--- config.mk ---
export PLATFORM = sky130hd
export DESIGN_NAME = router_ingress_buffer
export DESIGN_NICKNAME = d
export VERILOG_FILES = /design/src/rtl/router_pkg.sv /design/src/rtl/router_hdr_fifo.sv /design/src/rtl/router_ingress_buffer.sv
export SDC_FILE = /design/constraint.sdc
export NUM_CORES = 1
export LEC_CHECK = 0
export ABC_AREA = 1
export ABC_CLOCK_PERIOD_IN_PS = 7100
export CORE_MARGIN = 2
export CORE_UTILIZATION = 55
export DETAILED_ROUTE_END_ITERATION = 16
export GPL_TIMING_DRIVEN = 0
export PLACE_DENSITY = 0.89
export SLEW_MARGIN = 20
export SYNTH_ARGS = -nofsm -noshare
export SYNTH_HDL_FRONTEND = slang
export SYNTH_SLANG_ARGS = --single-unit
--- constraint.sdc ---
create_clock -name clk -period 7.1 [get_ports clk]
set_clock_uncertainty 0.2 [all_clocks]
set_input_delay 0.71 -clock clk [delete_from_list [all_inputs] [get_ports clk]]
set_output_delay 0.71 -clock clk [all_outputs]
set_load 0.01 [all_outputs]
--- src/rtl/router_pkg.sv ---
// rtl/router_pkg.sv - shared constants and types for the router ingress stage
package router_pkg;

  localparam int HDR_W   = 30;
  localparam int ROUTE_W = 3;

  // Pad flag bit positions inside the 2-bit pad field
  localparam int PAD_A_BIT = 0;
  localparam int PAD_B_BIT = 1;

  typedef enum logic [1:0] {
    IDLE = 2'd0,
    EVAL = 2'd1,
    HOLD = 2'd2
  } state_t;

endpackage

--- src/rtl/router_hdr_fifo.sv ---
// rtl/router_hdr_fifo.sv - per-channel header FIFO with occupancy count
module router_hdr_fifo #(
  parameter int W     = 30,
  parameter int DEPTH = 4
) (
  input  logic                     clk,
  input  logic                     rst,
  input  logic                     push_valid,
  output logic                     push_ready,
  input  logic [W-1:0]             push_data,
  input  logic                     pop,
  output logic [W-1:0]             head,
  output logic [$clog2(DEPTH):0]   count
);

  localparam int AW = $clog2(DEPTH);
  localparam int CW = AW + 1;

  logic [W-1:0]  mem [DEPTH];
  logic [AW-1:0] rd_ptr;
  logic [AW-1:0] wr_ptr;
  logic          do_push;
  logic          do_pop;

  // A full FIFO refuses pushes even when it is popped in the same cycle
  assign push_ready = (count < CW'(DEPTH));
  assign do_push    = push_valid & push_ready;
  assign do_pop     = pop & (count != '0);
  assign head       = mem[rd_ptr];

  // Pointer and occupancy bookkeeping
  always_ff @(posedge clk or posedge rst) begin
    if (rst) begin
      rd_ptr <= '0;
      wr_ptr <= '0;
      count  <= '0;
    end else begin
      if (do_push) wr_ptr <= wr_ptr + 1'b1;
      if (do_pop)  rd_ptr <= rd_ptr + 1'b1;
      case ({do_push, do_pop})
        2'b10:   count <= count + 1'b1;
        2'b01:   count <= count - 1'b1;
        default: count <= count;
      endcase
    end
  end

  // Storage array; contents need no reset because the count gates visibility
  always_ff @(posedge clk) begin
    if (do_push) mem[wr_ptr] <= push_data;
  end

endmodule

--- src/rtl/router_ingress_buffer.sv ---
// rtl/router_ingress_buffer.sv - buffers A/B header flits and registers the router decision
module router_ingress_buffer
  import router_pkg::*;
#(
  parameter int DEPTH   = 4,
  parameter int HDR_W   = router_pkg::HDR_W,
  parameter int TIMEOUT = 15
) (
  input  logic                   clk,
  input  logic                   rst,
  input  logic                   a_valid,
  output logic                   a_ready,
  input  logic [HDR_W-1:0]       a_hdr,
  input  logic                   b_valid,
  output logic                   b_ready,
  input  logic [HDR_W-1:0]       b_hdr,
  output logic [2*HDR_W-1:0]     rt_x,
  input  logic [ROUTE_W-1:0]     rt_y,
  output logic                   dec_valid,
  input  logic                   dec_ready,
  output logic [ROUTE_W-1:0]     dec_route,
  output logic [1:0]             dec_pad,
  output logic [7:0]             dec_seq,
  output logic [$clog2(DEPTH):0] a_count,
  output logic [$clog2(DEPTH):0] b_count
);

  localparam int  TW     = (TIMEOUT > 0) ? $clog2(TIMEOUT + 1) : 1;
  localparam bit  PAD_EN = (TIMEOUT > 0);

  state_t           state;
  logic [HDR_W-1:0] a_head;
  logic [HDR_W-1:0] b_head;
  logic [HDR_W-1:0] a_pair;
  logic [HDR_W-1:0] b_pair;
  logic [1:0]       pad_q;
  logic [1:0]       pad_d;
  logic [TW-1:0]    tmo_cnt;
  logic             a_ne;
  logic             b_ne;
  logic             one_ne;
  logic             load_ok;
  logic             load;

  router_hdr_fifo #(.W(HDR_W), .DEPTH(DEPTH)) u_fifo_a (
    .clk        (clk),
    .rst        (rst),
    .push_valid (a_valid),
    .push_ready (a_ready),
    .push_data  (a_hdr),
    .pop        (load & a_ne),
    .head       (a_head),
    .count      (a_count)
  );

  router_hdr_fifo #(.W(HDR_W), .DEPTH(DEPTH)) u_fifo_b (
    .clk        (clk),
    .rst        (rst),
    .push_valid (b_valid),
    .push_ready (b_ready),
    .push_data  (b_hdr),
    .pop        (load & b_ne),
    .head       (b_head),
    .count      (b_count)
  );

  assign a_ne    = (a_count != '0);
  assign b_ne    = (b_count != '0);
  assign one_ne  = a_ne ^ b_ne;
  // A new pair may enter only when no decision is outstanding or it is being consumed now
  assign load_ok = (state == IDLE) || ((state == HOLD) && dec_valid && dec_ready);
  assign load    = load_ok && ((a_ne && b_ne) ||
                               (PAD_EN && one_ne && (tmo_cnt == TW'(TIMEOUT))));
  assign rt_x    = {b_pair, a_pair};

  // Pad flags mark whichever side had no head at load time
  always_comb begin
    pad_d            = 2'b00;
    pad_d[PAD_A_BIT] = ~a_ne;
    pad_d[PAD_B_BIT] = ~b_ne;
  end

  // Pair register: the only source of the router input vector
  always_ff @(posedge clk or posedge rst) begin
    if (rst) begin
      a_pair <= '0;
      b_pair <= '0;
      pad_q  <= 2'b00;
    end else if (load) begin
      a_pair <= a_ne ? a_head : '0;
      b_pair <= b_ne ? b_head : '0;
      pad_q  <= pad_d;
    end
  end

  // Lone-head wait counter, saturating at TIMEOUT
  always_ff @(posedge clk or posedge rst) begin
    if (rst) begin
      tmo_cnt <= '0;
    end else if (load || !one_ne) begin
      tmo_cnt <= '0;
    end else if (tmo_cnt != TW'(TIMEOUT)) begin
      tmo_cnt <= tmo_cnt + 1'b1;
    end
  end

  // Decision FSM: EVAL gives the router one cycle, HOLD presents the result
  always_ff @(posedge clk or posedge rst) begin
    if (rst) begin
      state     <= IDLE;
      dec_valid <= 1'b0;
      dec_route <= '0;
      dec_pad   <= 2'b00;
      dec_seq   <= 8'd0;
    end else begin
      case (state)
        IDLE: begin
          if (load) state <= EVAL;
        end
        EVAL: begin
          state     <= HOLD;
          dec_valid <= 1'b1;
          dec_route <= rt_y;
          dec_pad   <= pad_q;
          dec_seq   <= dec_seq + 8'd1;
        end
        HOLD: begin
          if (dec_ready) begin
            dec_valid <= 1'b0;
            state     <= load ? EVAL : IDLE;
          end
        end
        default: state <= IDLE;
      endcase
    end
  end

endmodule

==> metrics.txt, run 1 <==
Mapped Cells 1110; antenna cells 0; post-CTS setup buffers 0; Synth Register Bits 336; # setup viols final 0; RSZ-0062 raised after global routing no; sequential share of the synthesized area 73.3%; initial antenna violation count 0; Synthesis Warnings 0; via count 9134; WL/cell 19.0 um; critical path class reg -> reg; Pwr Total 7.28 mW; Die ar. 25100 um2; Post-Syn Area per Cell 11.8 um2; total track usage 25.0%; Worst EP required 7.27 ns; placed cell area 15300 um2; reg-to-reg startpoint u_fifo_a.count[0]; WHS Endpoint dec_route[1]; largest family of logic cells by synthesized area simple AND/OR/NAND/NOR gates; ANT nets after route 0; Tmin final 3.57 ns; Yosys cell types 28; final net count 1387; post-synthesis adder-cell area fraction 1.55%; Hold Startpoint dec_route[1]; cts hold-fix bufs 0; CTS tree built; htree depth 2; Post-DP HPWL 19700 um; PortBufs 149; commonest non-fill, non-tap cell in the layout nand2_1; f_max 280 MHz; total wire length 31300 um; critical path's slowest cell dfrtp_1; IO Count 150; Tightest Hold Check Type reg -> reg; drt pass-1 iters 6; placed cells 1587; Die W 158 um; first-pass GRT wire length 47600 um; post-route DRC violation count 0; Clk pin slew, worst setup/hold paths 0.06 ns; Synth Area in Compound Gates 3.07%; post-route design area 16400 um2; Post-Synth Simple-Gate Area 17.9%; syn_nets 1193; clk buf depth 3; Vias/cell 5.54; die height 158 um; Worst path top cell family by delay adder cells; worst r2r path cells 14; gpl congestion 0.765; initial core utilization 56.0%; Clock Sinks 336; Power Dens Cells 445 nW/um2; register area 9610 um2; Hold Crit Depth 2; area delta synth->final 24.9%; CTS buffer count 34; Max Slew Vio Count 0; core box area 23400 um2; Worst Setup End Kind flip-flop; Final Cycle Share 50.3%; final hold viol count 0; Crit Path Max Fanout 10; Finished Layout Cells 1648; max_cap viols 0; Worst setup SP type flip-flop; critical path cell sequence nor3_2, inv_1, ha_1, nand2_1, o21ai_2, nand2_2, buf_6, nor2_4, ha_1, inv_1, fa_1, a21oi_1, o21ai_0, xor2_1; Fin Setup TNS 0 ns; vias in the first global route 9279; Slew HR 55.4%; leakage power figure 6.47 nW; First DRT Iteration DRCs 889; CP max stage delay 0.42 ns; clock latency on the worst-skew pair 0.51 ns; ratio of cells with drive above 1 in the final layout 7.22%; worst path arrival time 3.74 ns; Root Driver clkbuf_16; gr ovfl total 0; fraction of synthesized area in multiplexers 0%; r2r endpoint u_fifo_b.count[2]; FILL cells 1550; reg2reg setup slack 3.53 ns; largest net degree at the start of global routing 50; crit path buf inv count 3; footprint of the multi-input gates 3140 um2; VDD IR-drop max 0.365 mV; run status finished, final reports clean; post_cts resized 0; Synth Area in XOR/XNOR 0.936%; measured slew at the worst slew-check pin 0.668 ns; num rows 56; Synth Cell Area 13100 um2; most frequent cells in the layout nand2_1, edfxtp_1, clkdlybuf4s50_1, nand3_1, dfrtp_1
worst max-delay path by stage:
| stage | start | to | slack [ns] | cells past startpoint |
|---|---|---|---|---|
| 6_report | u_fifo_a.count[0] | u_fifo_b.count[2] | 3.53 | 14 |
| 5_1_grt | u_fifo_a.count[0] | u_fifo_b.count[2] | 3.26 | 14 |
| 4_1_cts | u_fifo_a.count[0] | u_fifo_b.count[2] | 3.50 | 14 |
| 3_5_place_dp | dec_ready | u_fifo_b.count[2] | 3.50 | 14 |
| 3_3_place_gp | rst | b_pair[11] | 1.95 | 2 |
| 2_1_floorplan | rst | a_pair[0] | 3.68 | 1 |
Yosys cell counts (all sizes together):
cell    number  area share, %
xnor2        5           0.33
a21oi        8           0.36
nor3         4           0.27
nand4        4           0.19
edfxtp     240             55
nand2      411             12
inv         44            1.3
dfrtp       96             18
buf         15           0.72
clkinv       2          0.057
nor2        17           0.64
clkbuf      39            1.1
ha          13            1.2
o21ai       70            2.7
nand3      131            5.0
xor2         9           0.60
fa           2           0.31
worst min-delay path, delay by kind of cell, from the launching register on:
family / cells / cell delay (ns)
DFF: 1 / 0.34
and+or+nand+nor: 2 / 0.11
routing by layer:
layer / vias up / GRT usage, % / part of all wire, %
met5: - / 0 / 0
met4: 0 / 10.9 / 3.1
met3: 84 / 4.87 / 7.9
met2: 496 / 44.0 / 52
met1: 4405 / 30.1 / 37
li1: 4149 / - / -
final cells by class:
class	instances	area share [%]
clock buffers	50	6.14
flip-flops and latches	336	58.7
multi-input cells	674	19.2
well taps	319	2.44
inverters	46	1.09
clock inverters	11	0.497
repair buffers	158	10.4
plain buffers	54	1.49
stage by stage:
step | hold WS [ns] | setup slack (ns) | utilization (%)
after floorplan | 0.277 | 3.68 | -
after global placement | 0.263 | 1.95 | 64.1
after detailed placement | 0.272 | 3.50 | 65.3
after CTS | 0.288 | 3.50 | 69.9
after global routing | 0.306 | 3.26 | 69.9
final | 0.280 | 3.53 | 69.9
registers in the layout, indices dropped and copies added, names as in the netlist, 3 cells and up:
register        count
u_fifo_b.count      3
dec_seq             8
dec_route           3
u_fifo_a.mem      120
a_pair             30
u_fifo_a.count      3
b_pair             30
u_fifo_b.mem      120
tmo_cnt             4
power breakdown:
part	leakage [nW]	total, mW	internal (mW)	switching, mW
combinational	2.56	2.75	1.02	1.73
sequential	3.37	2.80	2.57	0.224
clock	0.530	1.73	1.02	0.709
total	6.47	7.28	4.62	2.66
cells by family after synthesis:
group,count (synthesis)
buffers and inverters,100
adders and majority gates,15
and+or+nand+nor,567
AOI/OAI and AO/OA,78
DFF,336
xor gates and xnor gates,14
(Power assumes the default switching activity.)
==> run 2: changes to the inputs <==
ABC_CLOCK_PERIOD_IN_PS = 3350   (was 7100)
clock period = 3.35 ns   (was 7.1 ns; I/O delays follow)
==> run 2 against run 1 <==
Effect of this change: sequential cell count stayed put; combinational power is 120% higher; fmax is 13% higher; via count hardly changed; non-clock buffer count is 4 higher; worst hold slack worse by 0.25 ns; sequential share of layout area is 0.27 points lower; critical path type unchanged; largest cell class unchanged; largest power group is now combinational cells.
==> metrics.txt, run 2 (same netlist as run 1, synthesis figures left out) <==
clk buf depth 3; vias in the first global route 9299; IO Count 150; Crit Path Max Fanout 10; run status finished, final reports clean; CTS buffer count 34; Clock Sinks 336; WL/cell 19.1 um; worst path arrival time 3.35 ns; PortBufs 149; Internal Pwr Total 9.87 mW; met1 WL 11700 um; drt pass-1 iters 6; Die ar. 25100 um2; footprint of the multi-input gates 3170 um2; initial core utilization 56.0%; cts hold-fix bufs 0; final hold viol count 0; met2 routed WL 16600 um; Finished Core Util 70.2%; metal3 WL 2470 um; total wire length 31500 um; ANT nets after route 0; Clk pin slew, worst setup/hold paths 0.06 ns; Post-DP HPWL 19700 um; Logic pwr share 38.3%; max_cap viols 0; post-route DRC violation count 0; initial antenna violation count 0; First DRT Iteration DRCs 845; via count 9136; Top Layer Used met4; measured slew at the worst slew-check pin 0.657 ns; Tightest Hold Check Type in -> async; gr ovfl total 0; Clk network pwr share 23.5%; placed cell area 15300 um2; antenna cells 0; Final Cycle Share 94.6%; num rows 56; post-route design area 16400 um2; largest net degree at the start of global routing 50; CTS tree built; Slew HR 56.1%; Critical path origin u_fifo_b.count[1]; Pwr Total 15.6 mW; Worst setup SP type flip-flop; Sequential Power Share 38.2%; sw power 5.69 mW; Worst EP required 3.53 ns; Max Slew Vio Count 0; Tmin final 3.17 ns; gpl congestion 0.765; Die W 158 um; f_max 316 MHz; reg-to-reg startpoint u_fifo_b.count[1]; VDD IR-drop max 0.770 mV; # setup viols final 0; leakage power figure 6.50 nW; switching share of power 36.6%; biggest regs u_fifo_a.mem x120, u_fifo_b.mem x120; Power Dens Cells 947 nW/um2; die height 158 um; critical path class reg -> reg; final hold slack 0.0258 ns; final net count 1391; reg2reg setup slack 0.18 ns; first-pass GRT wire length 47600 um; clock latency on the worst-skew pair 0.50 ns; Vias/cell 5.53; Root Driver clkbuf_16; htree depth 2; core box area 23400 um2; most frequent cells in the layout nand2_1, edfxtp_1, clkdlybuf4s50_1, nand3_1, dfrtp_1; register area 9610 um2; commonest non-fill, non-tap cell in the layout nand2_1; Worst Setup End Kind flip-flop; area delta synth->final 25.5%; ratio of cells with drive above 1 in the final layout 7.73%; FILL cells 1545; total track usage 25.0%
[run 2: cell types whose count changed in the layout (fill, tap and decap cells not counted), sizes merged]
cell | before | now
buf | 24 | 28
[run 2: path summary, 6_finish.rpt]
check	to	cells after the start
max reg2reg	u_fifo_b.count[2]	14
min reg2reg	dec_route[1]	2
max	u_fifo_b.count[2]	14
min in group clk	dec_route[0]	3
min	a_pair[9]	2
max in group asynchronous	a_pair[27]	3
[run 2: worst max-delay path, stage by stage, from the launching register on]
cell and delay [ns]:
dfrtp_2 0.44, nor3_4 0.21, inv_1 0.10, ha_4 0.29, nand2_1 0.10, o21ai_4 0.21
nand2_4 0.13, buf_12 0.19, nor2_4 0.11, ha_1 0.14, inv_1 0.07, fa_1 0.40
a21oi_1 0.17, o21ai_1 0.11, xor2_1 0.15
[run 2: final cells by class]
| cell class | count | share of cell area, % |
|---|---|---|
| repair buffers | 162 | 10.6 |
| inverters | 46 | 1.08 |
| clock inverters | 11 | 0.495 |
| flip-flops and latches | 336 | 58.5 |
| multi-input cells | 674 | 19.3 |
| well taps | 319 | 2.43 |
| plain buffers | 54 | 1.54 |
| clock buffers | 50 | 6.11 |
[run 2: per-layer routing]
layer,GRT usage [%],up-vias
met5,0,-
li1,-,4163
met3,5.01,76
met2,44.1,475
met4,11.1,0
met1,29.9,4422
[run 2: stage by stage]
stage	setup TNS (ns)	setup WS, ns	std cells
6_report	0	0.182	1652
5_1_grt	-0.00459	-0.00459	1652
4_1_cts	0	0.0337	1649
3_5_place_dp	-0.286	-0.216	1587
3_3_place_gp	-266.87	-1.42	1578
2_1_floorplan	0	0.310	1110
[run 2: power groups by stage]
stage / clock (mW) / combinational [mW] / sequential (mW)
after CTS: 3.69 / 5.89 / 5.94
final: 3.66 / 5.96 / 5.94
after floorplan: 0 / 3.07 / 6.10
after global placement: 0 / 5.28 / 5.97
after global routing: 3.86 / 6.53 / 6.01
after detailed placement: 0 / 5.74 / 5.98
[run 2: repair_timing]
item	4_1_cts	5_1_grt
gates resized for setup	5	5
buffers inserted	1	3
gates cloned	0	0
pin swaps	2	3
setup endpoints to repair	2	2
==> run 3: changes to the inputs <==
CORE_UTILIZATION = 40   (was 55)
GPL_TIMING_DRIVEN = unset   (was 0)
PLACE_DENSITY = 0.71   (was 0.89)
SKIP_LAST_GASP = 1   (was unset)
==> run 3 against run 2 <==
Effect of this change: via count fell by 7.4%; sequential power decreased by 0.7%; fmax grew 2.3%; first-iteration DRC count decreased by 36%; clock-buffer cell count rose by 2; final cell count rose by 5.1%; sequential cell count did not move; highest routed layer unchanged; design area is 0.24% lower; power decreased by 1.9%.
==> metrics.txt, run 3 (same netlist as run 1, synthesis figures left out) <==
WL/cell 16.2 um; clk buf depth 3; Worst Setup End Kind flip-flop; Final Cycle Share 92.4%; via count 8458; initial antenna violation count 1; final hold viol count 0; placed cell area 15200 um2; critical path class reg -> reg; vias in the first global route 8202; VDD IR-drop max 0.673 mV; placed cells 1671; first-pass GRT wire length 44100 um; die height 185 um; Pwr Total 15.3 mW; Worst setup SP type flip-flop; Fin Setup TNS 0 ns; initial core utilization 40.5%; largest net degree at the start of global routing 63; PortBufs 149; Root Driver clkbuf_16; Tmin final 3.10 ns; CTS tree built; post-route DRC violation count 0; biggest regs u_fifo_a.mem x120, u_fifo_b.mem x120; run status finished, final reports clean; clock latency on the worst-skew pair 0.52 ns; Max Slew Vio Count 0; CTS buffer count 36; commonest non-fill, non-tap cell in the layout nand2_1; Die W 185 um; Clock Sinks 336; total wire length 28100 um; core box area 32400 um2; Clk pin slew, worst setup/hold paths 0.06 ns; footprint of the multi-input gates 3130 um2; # setup viols final 0; antenna cells 0; total track usage 16.7%; Die ar. 34200 um2; First DRT Iteration DRCs 539; final net count 1350; Worst EP required 3.53 ns; gpl congestion 0.743; register area 9610 um2; num rows 66; Crit Path Max Fanout 4; htree depth 2; IO Count 150; worst path arrival time 3.28 ns; RSZ-0062 raised after global routing no; drt pass-1 iters 5; post-route design area 16400 um2; Vias/cell 4.87; Power Dens Cells 931 nW/um2; max_cap viols 0; f_max 323 MHz; Slew HR 39.6%; measured slew at the worst slew-check pin 0.906 ns; Post-DP HPWL 16500 um; gr ovfl total 0; Finished Layout Cells 1737; ANT nets after route 0; ratio of cells with drive above 1 in the final layout 7.95%; area delta synth->final 25.2%; FILL cells 2787; Tightest Hold Check Type in -> async; leakage power figure 6.46 nW; most frequent cells in the layout nand2_1, edfxtp_1, clkdlybuf4s50_1, nand3_1, dfrtp_1; post-CTS setup buffers 0
==> run 3: changes by cell type in the layout (fill, tap and decap cells not counted), sizes merged <==
cell      delta
clkbuf      -37
clkinv       +1
bufinv       +3
clkinvlp     -1
buf          -4
==> run 3: final timing paths <==
check,startpoint,to,slack [ns],depth (start not counted)
setup reg to reg,u_fifo_b.count[0],u_fifo_b.count[2],0.25,13
min in group clk,rt_y[2],dec_route[2],0.18,3
setup / recovery,u_fifo_b.count[0],u_fifo_b.count[2],0.25,13
max in group asynchronous,rst,a_pair[27],2.20,3
hold / removal,rst,b_pair[11],0.05,2
hold reg to reg,dec_route[2],dec_route[2],0.28,2
==> run 3: cell type report <==
type / count / area share, %
Timing Repair Buffer: 173 / 10.3
Tap cell: 442 / 3.37
Multi-Input combinational cell: 674 / 19.1
Clock inverter: 14 / 1.24
Sequential cell: 336 / 58.6
Inverter: 46 / 1.08
Clock buffer: 52 / 6.29
==> run 3: metrics by stage <==
step                      util [%]  setup WS, ns  hold slack, ns
after floorplan                  -         0.310           0.234
after global placement        46.8         0.304           0.263
after detailed placement      46.8         0.253           0.271
after CTS                     50.6         0.220          0.0524
after global routing          50.7        0.0286          0.0768
final                         50.7         0.254          0.0514
==> run 3: critical path, stage by stage, from the launching register on <==
cell and delay, ns:
dfrtp_1 0.42, nor3_2 0.30, inv_1 0.10, ha_1 0.35, nand2_1 0.10, o21ai_2 0.25
nand2_4 0.12, nor2_4 0.13, ha_1 0.16, inv_1 0.07, fa_1 0.38, a21oi_1 0.14
o21ai_0 0.11, xor2_1 0.15
==> run 3: what timing repair did <==
| action | 4_1_cts | 5_1_grt |
|---|---|---|
| endpoints found under the setup margin | 0 | 2 |
| resized for setup | 0 | 1 |
| endpoints found under the hold margin | 0 | 0 |
| hold buffers | 0 | 0 |
==> run 3: power by group <==
part | leakage [nW] | switching [mW] | total (mW) | internal, mW
combinational | 2.49 | 3.30 | 5.33 | 2.02
clock | 0.603 | 1.57 | 4.04 | 2.47
sequential | 3.37 | 0.445 | 5.90 | 5.46
==> run 3: routing by layer <==
layer	up-vias	GRT usage (%)	share of wire, %
met5	-	0	0
met4	0	5.27	2.3
met3	54	3.64	6.7
met2	244	28.4	50
met1	4082	21.3	41
li1	4078	-	-
